$ cat config.mk
export PLATFORM = sky130hd
export DESIGN_NAME = spi_flash_reader
export DESIGN_NICKNAME = d
export VERILOG_FILES = /design/src/rtl/spi_flash_reader_pkg.sv /design/src/rtl/spi_clk_div.sv /design/src/rtl/spi_flash_reader.sv
export SDC_FILE = /design/constraint.sdc
export NUM_CORES = 1
export LEC_CHECK = 0
export CORE_MARGIN = 4
export CORE_UTILIZATION = 40
export CTS_CLUSTER_DIAMETER = 150
export DETAILED_ROUTE_END_ITERATION = 8
export PLACE_DENSITY_LB_ADDON = 0.15
export SLEW_MARGIN = 40
export SYNTH_ARGS = -nofsm -noshare
export SYNTH_HDL_FRONTEND = slang
export SYNTH_HIERARCHICAL = 1
export SYNTH_SLANG_ARGS = --single-unit
export TNS_END_PERCENT = 10
$ cat constraint.sdc
create_clock -name clk -period 5.8 [get_ports clk]
set_clock_uncertainty 0.05 [all_clocks]
set_input_delay 1.74 -clock clk [delete_from_list [all_inputs] [get_ports clk]]
set_output_delay 1.74 -clock clk [all_outputs]
set_load 0.02 [all_outputs]
$ cat src/rtl/spi_flash_reader_pkg.sv
// Shared definitions for the SPI instruction-fetch reader: FSM encoding,
// flash command constant and byte-address helper.
package spi_flash_reader_pkg;

    typedef enum logic [2:0] {
        IDLE,
        CMD,
        ADDR,
        DATA,
        DONE
    } state_t;

    localparam logic [7:0] SPI_CMD_READ = 8'h03;

    // Flash is byte addressed; instruction words are bytes_per_word wide.
    function automatic logic [23:0] byte_address(input logic [23:0] word_addr,
                                                 input int bytes_per_word);
        return word_addr * 24'(bytes_per_word);
    endfunction

endpackage

$ cat src/rtl/spi_clk_div.sv
// SCLK generator: CLK_DIV clk cycles per half-period, low half first (mode 0).
// Strobes flag the last clk cycle of each half, i.e. the edge where SCLK toggles.
module spi_clk_div
    import spi_flash_reader_pkg::*;
#(
    parameter int CLK_DIV = 2
) (
    input  logic clk,
    input  logic rst,
    input  logic en,
    output logic sclk,
    output logic sclk_rise,
    output logic sclk_fall
);

    localparam int CW = (CLK_DIV > 1) ? $clog2(CLK_DIV) : 1;

    logic [CW-1:0] cnt_q;
    logic          sclk_q;
    logic          half_end;

    assign half_end  = (cnt_q == CW'(CLK_DIV - 1));
    assign sclk_rise = en & ~sclk_q & half_end;
    assign sclk_fall = en &  sclk_q & half_end;
    assign sclk      = sclk_q;

    // Dropping en parks SCLK low with a cleared counter, so every phase restarts clean.
    always_ff @(posedge clk) begin
        if (rst || !en) begin
            cnt_q  <= '0;
            sclk_q <= 1'b0;
        end else if (half_end) begin
            cnt_q  <= '0;
            sclk_q <= ~sclk_q;
        end else begin
            cnt_q  <= cnt_q + 1'b1;
        end
    end

endmodule

$ cat src/rtl/spi_flash_reader.sv
// Fetches one instruction word per request from a SPI NOR flash using the
// READ (0x03) command with a 24-bit byte address, SPI mode 0.
module spi_flash_reader
    import spi_flash_reader_pkg::*;
#(
    parameter int ADDR_WIDTH = 12,
    parameter int DATA_WIDTH = 16,
    parameter int CLK_DIV    = 2
) (
    input  logic                  clk,
    input  logic                  rst,
    input  logic                  req,
    input  logic [ADDR_WIDTH-1:0] addr,
    output logic                  flash_ready,
    output logic                  busy,
    output logic [DATA_WIDTH-1:0] instr,
    output logic                  spi_cs_n,
    output logic                  spi_sclk,
    output logic                  spi_mosi,
    input  logic                  spi_miso
);

    localparam int CNT_MAX = (DATA_WIDTH + 1 > 23) ? DATA_WIDTH + 1 : 23;
    localparam int CNT_W   = $clog2(CNT_MAX + 1);

    state_t                state_q, state_d;
    logic [31:0]           tx_q;
    logic [DATA_WIDTH-1:0] rx_q;
    logic [DATA_WIDTH-1:0] instr_q;
    logic [CNT_W-1:0]      bit_q;
    logic                  div_en;
    logic                  sclk_rise;
    logic                  sclk_fall;

    // DATA keeps the divider off for two trailing cycles after the last bit,
    // holding chip select low before DONE.
    assign div_en = (state_q == CMD) || (state_q == ADDR) ||
                    ((state_q == DATA) && (bit_q < CNT_W'(DATA_WIDTH)));

    spi_clk_div #(
        .CLK_DIV (CLK_DIV)
    ) u_clk_div (
        .clk       (clk),
        .rst       (rst),
        .en        (div_en),
        .sclk      (spi_sclk),
        .sclk_rise (sclk_rise),
        .sclk_fall (sclk_fall)
    );

    always_comb begin
        state_d = state_q;
        case (state_q)
            IDLE: if (req) state_d = CMD;
            CMD:  if (sclk_fall && bit_q == CNT_W'(7)) state_d = ADDR;
            ADDR: if (sclk_fall && bit_q == CNT_W'(23)) state_d = DATA;
            DATA: if (bit_q == CNT_W'(DATA_WIDTH + 1)) state_d = DONE;
            DONE: state_d = IDLE;
            default: state_d = IDLE;
        endcase
    end

    always_ff @(posedge clk) begin
        if (rst) begin
            state_q <= IDLE;
            tx_q    <= '0;
            rx_q    <= '0;
            instr_q <= '0;
            bit_q   <= '0;
        end else begin
            state_q <= state_d;
            case (state_q)
                IDLE: begin
                    if (req) begin
                        tx_q  <= {SPI_CMD_READ, byte_address(24'(addr), DATA_WIDTH / 8)};
                        bit_q <= '0;
                    end
                end
                CMD, ADDR: begin
                    // Shift on the falling edge so MOSI only moves while SCLK is low.
                    if (sclk_fall) begin
                        tx_q  <= {tx_q[30:0], 1'b0};
                        bit_q <= (state_d != state_q) ? '0 : bit_q + 1'b1;
                    end
                end
                DATA: begin
                    if (sclk_rise) rx_q <= {rx_q[DATA_WIDTH-2:0], spi_miso};
                    if (sclk_fall || bit_q >= CNT_W'(DATA_WIDTH)) bit_q <= bit_q + 1'b1;
                    if (state_d == DONE) instr_q <= rx_q;
                end
                DONE: bit_q <= '0;
                default: bit_q <= '0;
            endcase
        end
    end

    assign busy        = (state_q == CMD) || (state_q == ADDR) || (state_q == DATA);
    assign spi_cs_n    = ~busy;
    assign flash_ready = (state_q == DONE);
    assign spi_mosi    = ((state_q == CMD) || (state_q == ADDR)) ? tx_q[31] : 1'b0;
    assign instr       = instr_q;

endmodule

==> impl_summary.txt, run 1 <==
----------------------------------------------------
[Yosys]
  Largest family of logic cells by synthesized area ... simple AND/OR/NAND/NOR gates
  Number of distinct library cell variants in the gate-level netlist after synthesis ... 40
  Area share of and/or/nand/nor cells after synthesis ... 0.235
  Top cells by area in the synthesized netlist ... dfxtp_1, nand2_1, a21oi_1, mux2i_1, nand3_1
  Post-synth EDFFs ... 0
  Post-Synthesis Cell Area ... between 3000 and 4000 um2
  Most frequently used flop master after synthesis ... dfxtp_1
  Gate count after technology mapping ... roughly 360
  Fraction of the mapped netlist area in compound gates ... 0.160
  Syn avg cell area ... roughly 8.4 um2
  Fraction of synthesized area in multiplexers ... 0.0594
  Async set-or-reset flop fraction in the synthesized netlist ... 0
  XOR/XNOR share of the synthesized area ... 0.00825
  Cell accounting for the most synthesized area ... dfxtp_1
  Part of the Yosys area used for sequential elements ... 0.482
  Total of warnings raised by yosys ... 6
  Most instantiated library cell after synthesis ... dfxtp_1
  Post-synthesis net count ... roughly 380
  Adder-Cell Fraction of Synth Area ... 0.00825
  Synthesis-stage register bit count ... 73
  Share of the synthesized area in the top cell type ... 0.482
  Commonest cells in the netlist ... dfxtp_1, nand2_1, a21oi_1, nor2_1, nand3_1

[Floorplan]
  Vertical die dimension ... approximately 95 um
  Total core area ... ~7300 um2
  Area of the die ... between 9000 and 10000 um2
  IO Pins ... 37
  Die extent in x ... ~95 um
  Initial Util ... 0.416
  Count of standard-cell rows ... 31

[Drt]
  Total number of vias ... approximately 2400
  Avg Vias per Cell ... between 5 and 6
  Routed len/inst ... 12.7 um
  Number of antenna-violating nets in the routed design ... 0
  Number of iterations in the first detailed-routing pass ... 4
  Starting DRC count in detailed routing ... 95
  DRC Markers ... 0
  Total Routed Length ... 6130 um

[Critical path]
  Beginning of the worst register-to-register path ... state_q[0]$_SDFF_PP0_
  Critical-path cell with the highest stage delay ... dfxtp_1
  Kind of start point of the critical path ... flop
  Depth of the most critical reg-to-reg path ... 9
  Maximum single-stage delay on the critical path ... ~0.62 ns
  Data arrival at the endpoint of the critical path ... approximately 2.8 ns
  Critical path endpoint ... spi_mosi
  Setup slack on the worst flop-to-flop path ... ~2.6 ns
  Crit-path max FO ... 15
  Sort of element at the end of the critical path ... primary output
  Data required time of the worst path ... 4.01 ns
  Reg2reg end ... tx_q[10]$_SDFFE_PP0P_
  Origin of the worst setup path ... state_q[0]$_SDFF_PP0_
  Ordered list of cells on the worst path ... xor2_2 -> and2b_2 -> and2_1 -> clkdlybuf4s50_1
  Category of the most critical setup path ... flop to primary output

[Global routing]
  Met1 demand-to-capacity share in global routing ... 0.189
  GRT Total Usage ... 0.142
  Via count of the first global-routing pass ... around 2300
  Initial antenna violation count ... 0
  Pin count of the biggest net entering global routing ... 56
  Global-route wire length before repair ... between 10000 and 15000 um
  Overflow left after global routing ... 0
  Met2 track demand over resource in global routing ... 0.220
  Global routing usage on met3 ... 0.0521
  GRT busiest layer ... met2

[Timing]
  Setup repair after global routing missed its margin ... false
  Period utilization ... 0.784
  Highest attainable clock frequency ... ~0.22 GHz
  Number of endpoints failing setup at the final stage ... 0
  Tmin final ... 4.55 ns
  Number of slew-limit violations in the final report ... 0
  Headroom to the max-slew limit ... 0.570
  Total negative slack ... 0 ns
  Slew of the pin with the lowest slew margin ... 0.644 ns
  Final hold vios ... 0

[Pwr]
  Part of the total power dissipated in the clock network ... 0.393
  Switching power summed over all nets ... around 0.22 mW
  IR drop worst, VDD ... between 0.1 and 0.15 mV
  Sequential share of power ... 0.535
  Leak ... 1.27 nW
  Gate power share ... 0.072
  Cell internal pwr ... approximately 0.75 mW
  Total power consumption of the routed design ... between 0.9 and 1 mW
  Switching share of power ... 0.225
  Power per Cell Area ... between 200 and 300 nW/um2

[Clocking]
  Number of buffers added for setup after CTS ... 0
  Clock sink count ... 73
  Hold Buf Count CTS ... 0
  Number of CTS-inserted buffers ... 9
  Clk root buf ... clkbuf_8
  Clk buf depth ... 2
  Post-CTS clock slew at the launch and capture registers of the worst setup and hold paths ... about 0.07 ns
  Clock tree from TritonCTS ... yes
  Post-cts sizing count ... 0
  Htree depth ... 3
  Clock insertion delay at the later pin of the skew report ... 0.33 ns

[Final layout]
  Layout net count ... around 400
  Share of layout cells above drive strength 1 ... 0.0623
  Syn-to-layout area delta ... 18.3%
  Core Util, Final ... 0.492
  ANT cells ... 0

[Placement]
  Routability cong. ... ~0.77
  Number of buffers added on ports ... 36
  Detail Placement HPWL ... 3740 um

[Min path]
  Hold Path Stages ... 2
  Class of the tightest hold or removal check ... flop to flop

[Status]
  Result of the run ... complete, no violations

[Flow run]
  Number of maximum-capacitance constraint violations ... 0

----------------------------------------------------
## worst max-delay path: cells and delay by family (launching register included)
family / cells / cell delay, ns
simple gates: 2 / 0.64
flops: 1 / 0.62
buf+inv: 1 / 0.59
xor+xnor: 1 / 0.57
## stage by stage
| stage | hold WS [ns] | instance area (um2) | setup slack [ns] | cells |
|---|---|---|---|---|
| after floorplan | 0.382 | 3030 | 2.71 | 359 |
| after global placement | 0.391 | 3390 | 1.64 | 468 |
| after detailed placement | 0.398 | 3390 | 1.61 | 468 |
| after CTS | 0.407 | 3580 | 1.22 | 484 |
| after global routing | 0.429 | 3590 | 1.05 | 484 |
| final | 0.404 | 3590 | 1.25 | 484 |
## cells by family (layout without fill, tap and decap cells)
group / Yosys count / count (layout)
XOR/XNOR: 2 / 2
adder cells (fa/ha/maj): 2 / 2
buffers and inverters: 31 / 57
multiplexers: 18 / 18
flip-flops: 73 / 73
AND/OR/NAND/NOR: 154 / 154
AO/OA/AOI/OAI: 79 / 79
## sequential cells by signal, indices dropped and copies added, names as in the netlist
signal,flops
tx_q,31
instr,16
rx_q,16
bit_q,5
state_q,3
u_clk_div/cnt_q,1
u_clk_div/sclk,1
## worst min-delay path by stage
stage	from	endpoint	slack [ns]
after floorplan	rx_q[15]$_SDFFE_PP0P_	instr[15]$_SDFFE_PP0P_	0.38
after global placement	rx_q[15]$_SDFFE_PP0P_	instr[15]$_SDFFE_PP0P_	0.39
after detailed placement	instr[6]$_SDFFE_PP0P_	instr[6]$_SDFFE_PP0P_	0.40
after CTS	instr[4]$_SDFFE_PP0P_	instr[4]$_SDFFE_PP0P_	0.41
after global routing	instr[4]$_SDFFE_PP0P_	instr[4]$_SDFFE_PP0P_	0.43
final	instr[6]$_SDFFE_PP0P_	instr[6]$_SDFFE_PP0P_	0.40
## routing by layer
metal	part of all wire	wire (um)	vias up
li1	-	-	1273
met1	0.51	3150	1122
met2	0.45	2730	30
met3	0.035	213	4
met4	0.0049	30	0
met5	0	0	-
## placed cells by master (no fill, tap or decap), drive strengths merged, types with 2 or more instances in the layout
cell,n
dfxtp,73
nand2,71
a21oi,48
clkdlybuf4s50,35
nor2,29
nand3,26
mux2i,18
a211oi,13
clkbuf,13
and2,10
inv,4
a31oi,3
a21o,3
o21ai,3
nor2b,3
o2bb2ai,2
a32o,2
nand2b,2
nand4,2
o31ai,2
ha,2
clkinv,2
or4b,2
buf,2
## power groups by stage
stage	Sequential [mW]	Combinational, mW	Clock (mW)
floorplan	0.528	0.0519	0
global placement	0.530	0.0691	0
detailed placement	0.531	0.0699	0
CTS	0.519	0.0704	0.397
global route	0.520	0.0775	0.416
finish	0.519	0.0700	0.381
## area by class of cell
cell class | instances | area, um2
Inverter | 4 | 15.0
Tap cell | 99 | 124
Clock inverter | 3 | 40.0
Clock buffer | 13 | 149
Multi-Input combinational cell | 255 | 1430
Fill cell | 751 | 3710
Sequential cell | 73 | 1460
Timing Repair Buffer | 37 | 363
(Power assumes the default switching activity.)
==> inputs of run 2 (changes only) <==
==> constraint.sdc (replaced) <==
create_clock -name clk -period 4.6 [get_ports clk]
set_clock_uncertainty 0.05 [all_clocks]
set_input_delay 1.38 -clock clk [delete_from_list [all_inputs] [get_ports clk]]
set_output_delay 1.38 -clock clk [all_outputs]
set_load 0.02 [all_outputs]
==> run 2 against run 1 <==
- first-iteration DRC count decreased by 4.2%
- wire length increased by 0.64%
- sequential cell count unchanged
- non-clock buffer count increased by 2
- clock power increased by 16%
- critical endpoint unchanged
- largest cell class unchanged
==> impl_summary.txt, run 2 (synthesized netlist as in run 1, its figures left out) <==
----------------------------------------------------
[Clocking]
  Clock tree from TritonCTS ... yes (unchanged)
  Clk root buf ... clkbuf_8 (unchanged)
  Clock sink count ... 73 (unchanged)
  Post-cts sizing count ... 0 (unchanged)
  Hold Buf Count CTS ... 0 (unchanged)
  Clock insertion delay at the later pin of the skew report ... 0.34 ns (was 0.33 ns)
  Number of buffers added for setup after CTS ... 0 (unchanged)
  Clk buf depth ... 2 (unchanged)
  Number of CTS-inserted buffers ... 9 (unchanged)
  Post-CTS clock slew at the launch and capture registers of the worst setup and hold paths ... 0.08 ns (was 0.07 ns)
  Htree depth ... 3 (unchanged)

[Timing]
  Tmin final ... just under 4 ns
  Number of slew-limit violations in the final report ... 0 (unchanged)
  Final hold vios ... 0 (unchanged)
  Highest attainable clock frequency ... 0.253 GHz
  Headroom to the max-slew limit ... 0.471 (was 0.570)
  Number of endpoints failing setup at the final stage ... 0 (unchanged)
  Period utilization ... 0.860
  Setup repair after global routing missed its margin ... false (unchanged)
  Slew of the pin with the lowest slew margin ... 0.791 ns (was 0.644 ns)
  Total negative slack ... 0 ns (unchanged)

[Min path]
  Min-Delay Endpoint ... instr[6]$_SDFFE_PP0P_ (unchanged)
  Hold Path Origin ... instr[6]$_SDFFE_PP0P_ (unchanged)
  Hold Path Stages ... 2 (unchanged)
  Class of the tightest hold or removal check ... flop to flop (unchanged)

[Global routing]
  Pin count of the biggest net entering global routing ... 50 (was 56)
  Global-route wire length before repair ... 10600 um (was 10300 um)
  Overflow left after global routing ... 0 (unchanged)
  Initial antenna violation count ... 0 (unchanged)
  Via count of the first global-routing pass ... 2326 (was 2260)
  GRT Total Usage ... 0.148 (was 0.142)

[Critical path]
  Ordered list of cells on the worst path ... xor2_2 -> buf_4 -> and2b_2 -> and2_1 -> clkdlybuf4s50_1 (was xor2_2 -> and2b_2 -> and2_1 -> clkdlybuf4s50_1)
  Reg2reg end ... tx_q[15]$_SDFFE_PP0P_ (was tx_q[10]$_SDFFE_PP0P_)
  Critical-path cell with the highest stage delay ... dfxtp_1 (unchanged)
  Crit-path max FO ... 15 (unchanged)
  Buffers and inverters on the worst path ... 2 (was 1)
  Data required time of the worst path ... 3.17 ns (was 4.01 ns)
  Maximum single-stage delay on the critical path ... 0.63 ns (was 0.62 ns)
  Beginning of the worst register-to-register path ... state_q[0]$_SDFF_PP0_ (unchanged)
  Sort of element at the end of the critical path ... primary output (unchanged)
  Setup slack on the worst flop-to-flop path ... 1.58 ns (was 2.63 ns)
  Kind of start point of the critical path ... flop (unchanged)
  Data arrival at the endpoint of the critical path ... 2.53 ns (was 2.76 ns)
  Depth of the most critical reg-to-reg path ... 10 (was 9)
  Category of the most critical setup path ... flop to primary output (unchanged)
  CP delay by family, top ... buffers and inverters (was simple AND/OR/NAND/NOR gates)

[Drt]
  Total number of vias ... 2477 (was 2429)
  Number of antenna-violating nets in the routed design ... 0 (unchanged)
  Number of iterations in the first detailed-routing pass ... 4 (unchanged)
  Starting DRC count in detailed routing ... 91 (was 95)
  Routed len/inst ... 12.7 um (about the same)
  Avg Vias per Cell ... 5.10 (was 5.02)
  DRC Markers ... 0 (unchanged)
  Total Routed Length ... 6170 um (was 6130 um)

[Final layout]
  Syn-to-layout area delta ... 18.1% (was 18.3%)
  Share of layout cells above drive strength 1 ... 0.0698 (was 0.0623)
  Layout net count ... 400 (was 398)
  Max reg flops ... 31 (unchanged)
  Most frequent standard cell in the layout excluding fill and tap cells ... dfxtp_1 (unchanged)
  Most used cells in the layout excluding fill and tap cells ... dfxtp_1, nand2_1, a21oi_1, clkdlybuf4s50_1, nor2_1 (unchanged)
  ANT cells ... 0 (unchanged)
  Filler Cells Inserted ... 749 (was 751)
  Most flops, register ... tx_q (unchanged)

[Floorplan]
  Vertical die dimension ... 95.1 um (unchanged)
  IO Pins ... 37 (unchanged)
  Area of the die ... 9040 um2 (unchanged)
  Count of standard-cell rows ... 31 (unchanged)
  Total core area ... 7290 um2 (unchanged)
  Die extent in x ... 95.1 um (unchanged)
  Initial Util ... 0.416 (unchanged)

[Pwr]
  Total power consumption of the routed design ... 1.18 mW (was 0.970 mW)
  Power per Cell Area ... 331 nW/um2 (was 271 nW/um2)
  Leak ... 1.26 nW (was 1.27 nW)
  IR drop worst, VDD ... 0.186 mV (was 0.133 mV)

[Placement]
  Number of buffers added on ports ... 36 (unchanged)
  Routability cong. ... 0.757 (was 0.771)
  Detail Placement HPWL ... 3860 um (was 3740 um)

[Status]
  Result of the run ... complete, no violations (unchanged)

[Flow run]
  Number of maximum-capacitance constraint violations ... 0 (unchanged)

----------------------------------------------------
run 2: cell types whose count changed in the layout (fill, tap and decap cells not counted), sizes merged:
cell,delta
clkbuf,-4
inv,+1
buf,+2
bufinv,-1
clkinvlp,+3
clkinv,+1
run 2: cell type report:
| type | count | area [um2] | area share |
|---|---|---|---|
| sequential | 73 | 1460 | 0.408 |
| multi-input combinational | 255 | 1430 | 0.399 |
| timing repair buffer | 39 | 380 | 0.106 |
| clock buffer | 9 | 124 | 0.0346 |
| tap | 99 | 124 | 0.0346 |
| clock inverter | 7 | 46.3 | 0.0129 |
| inverter | 4 | 15.0 | 0.00419 |
run 2: through the flow:
| stage | instances | worst slack, ns | hold WS (ns) | util | area (um2) |
|---|---|---|---|---|---|
| final | 486 | 0.642 | 0.406 | 0.491 | 3580 |
| after detailed placement | 470 | 0.992 | 0.392 | 0.468 | 3410 |
| after global routing | 486 | 0.474 | 0.420 | 0.491 | 3580 |
| after CTS | 486 | 0.607 | 0.408 | 0.491 | 3580 |
| after floorplan | 359 | 1.87 | 0.382 | - | 3030 |
| after global placement | 470 | 1.07 | 0.389 | 0.467 | 3410 |
run 2: metal layers:
metal / routed length [um] / global-route usage / part of all wire
met4: 116 / 0.0769 / 0.019
met1: 3030 / 0.187 / 0.49
met2: 2720 / 0.231 / 0.44
met3: 304 / 0.0410 / 0.049
met5: 0 / 0 / 0
run 2: how the worst max path moves through the flow:
| stage | depth (start not counted) | end | slack (ns) | from |
|---|---|---|---|---|
| after global routing | 5 | spi_mosi | 0.47 | state_q[0]$_SDFF_PP0_ |
| after floorplan | 5 | spi_mosi | 1.87 | state_q[1]$_SDFF_PP0_ |
| after CTS | 5 | spi_mosi | 0.61 | state_q[0]$_SDFF_PP0_ |
| after global placement | 5 | spi_mosi | 1.07 | state_q[0]$_SDFF_PP0_ |
| after detailed placement | 5 | spi_mosi | 0.99 | state_q[0]$_SDFF_PP0_ |
| final | 5 | spi_mosi | 0.64 | state_q[0]$_SDFF_PP0_ |
run 2: worst register-to-register path: stages, from the launching register on:
cell	delay, ns
dfxtp_1	0.63
nor2_1	0.17
nor2_1	0.16
inv_1	0.12
a31oi_1	0.27
and3_2	0.28
nor2b_1	0.14
buf_4	0.20
nand2_1	0.49
mux2i_1	0.33
nor2_1	0.06
run 2: power by group:
part	total [mW]	internal [mW]	leakage, nW	switching (mW)
Clock	0.441	0.194	0.0814	0.246
Combinational	0.0889	0.0394	0.589	0.0495
Sequential	0.654	0.645	0.591	0.00950
Total	1.18	0.878	1.26	0.305
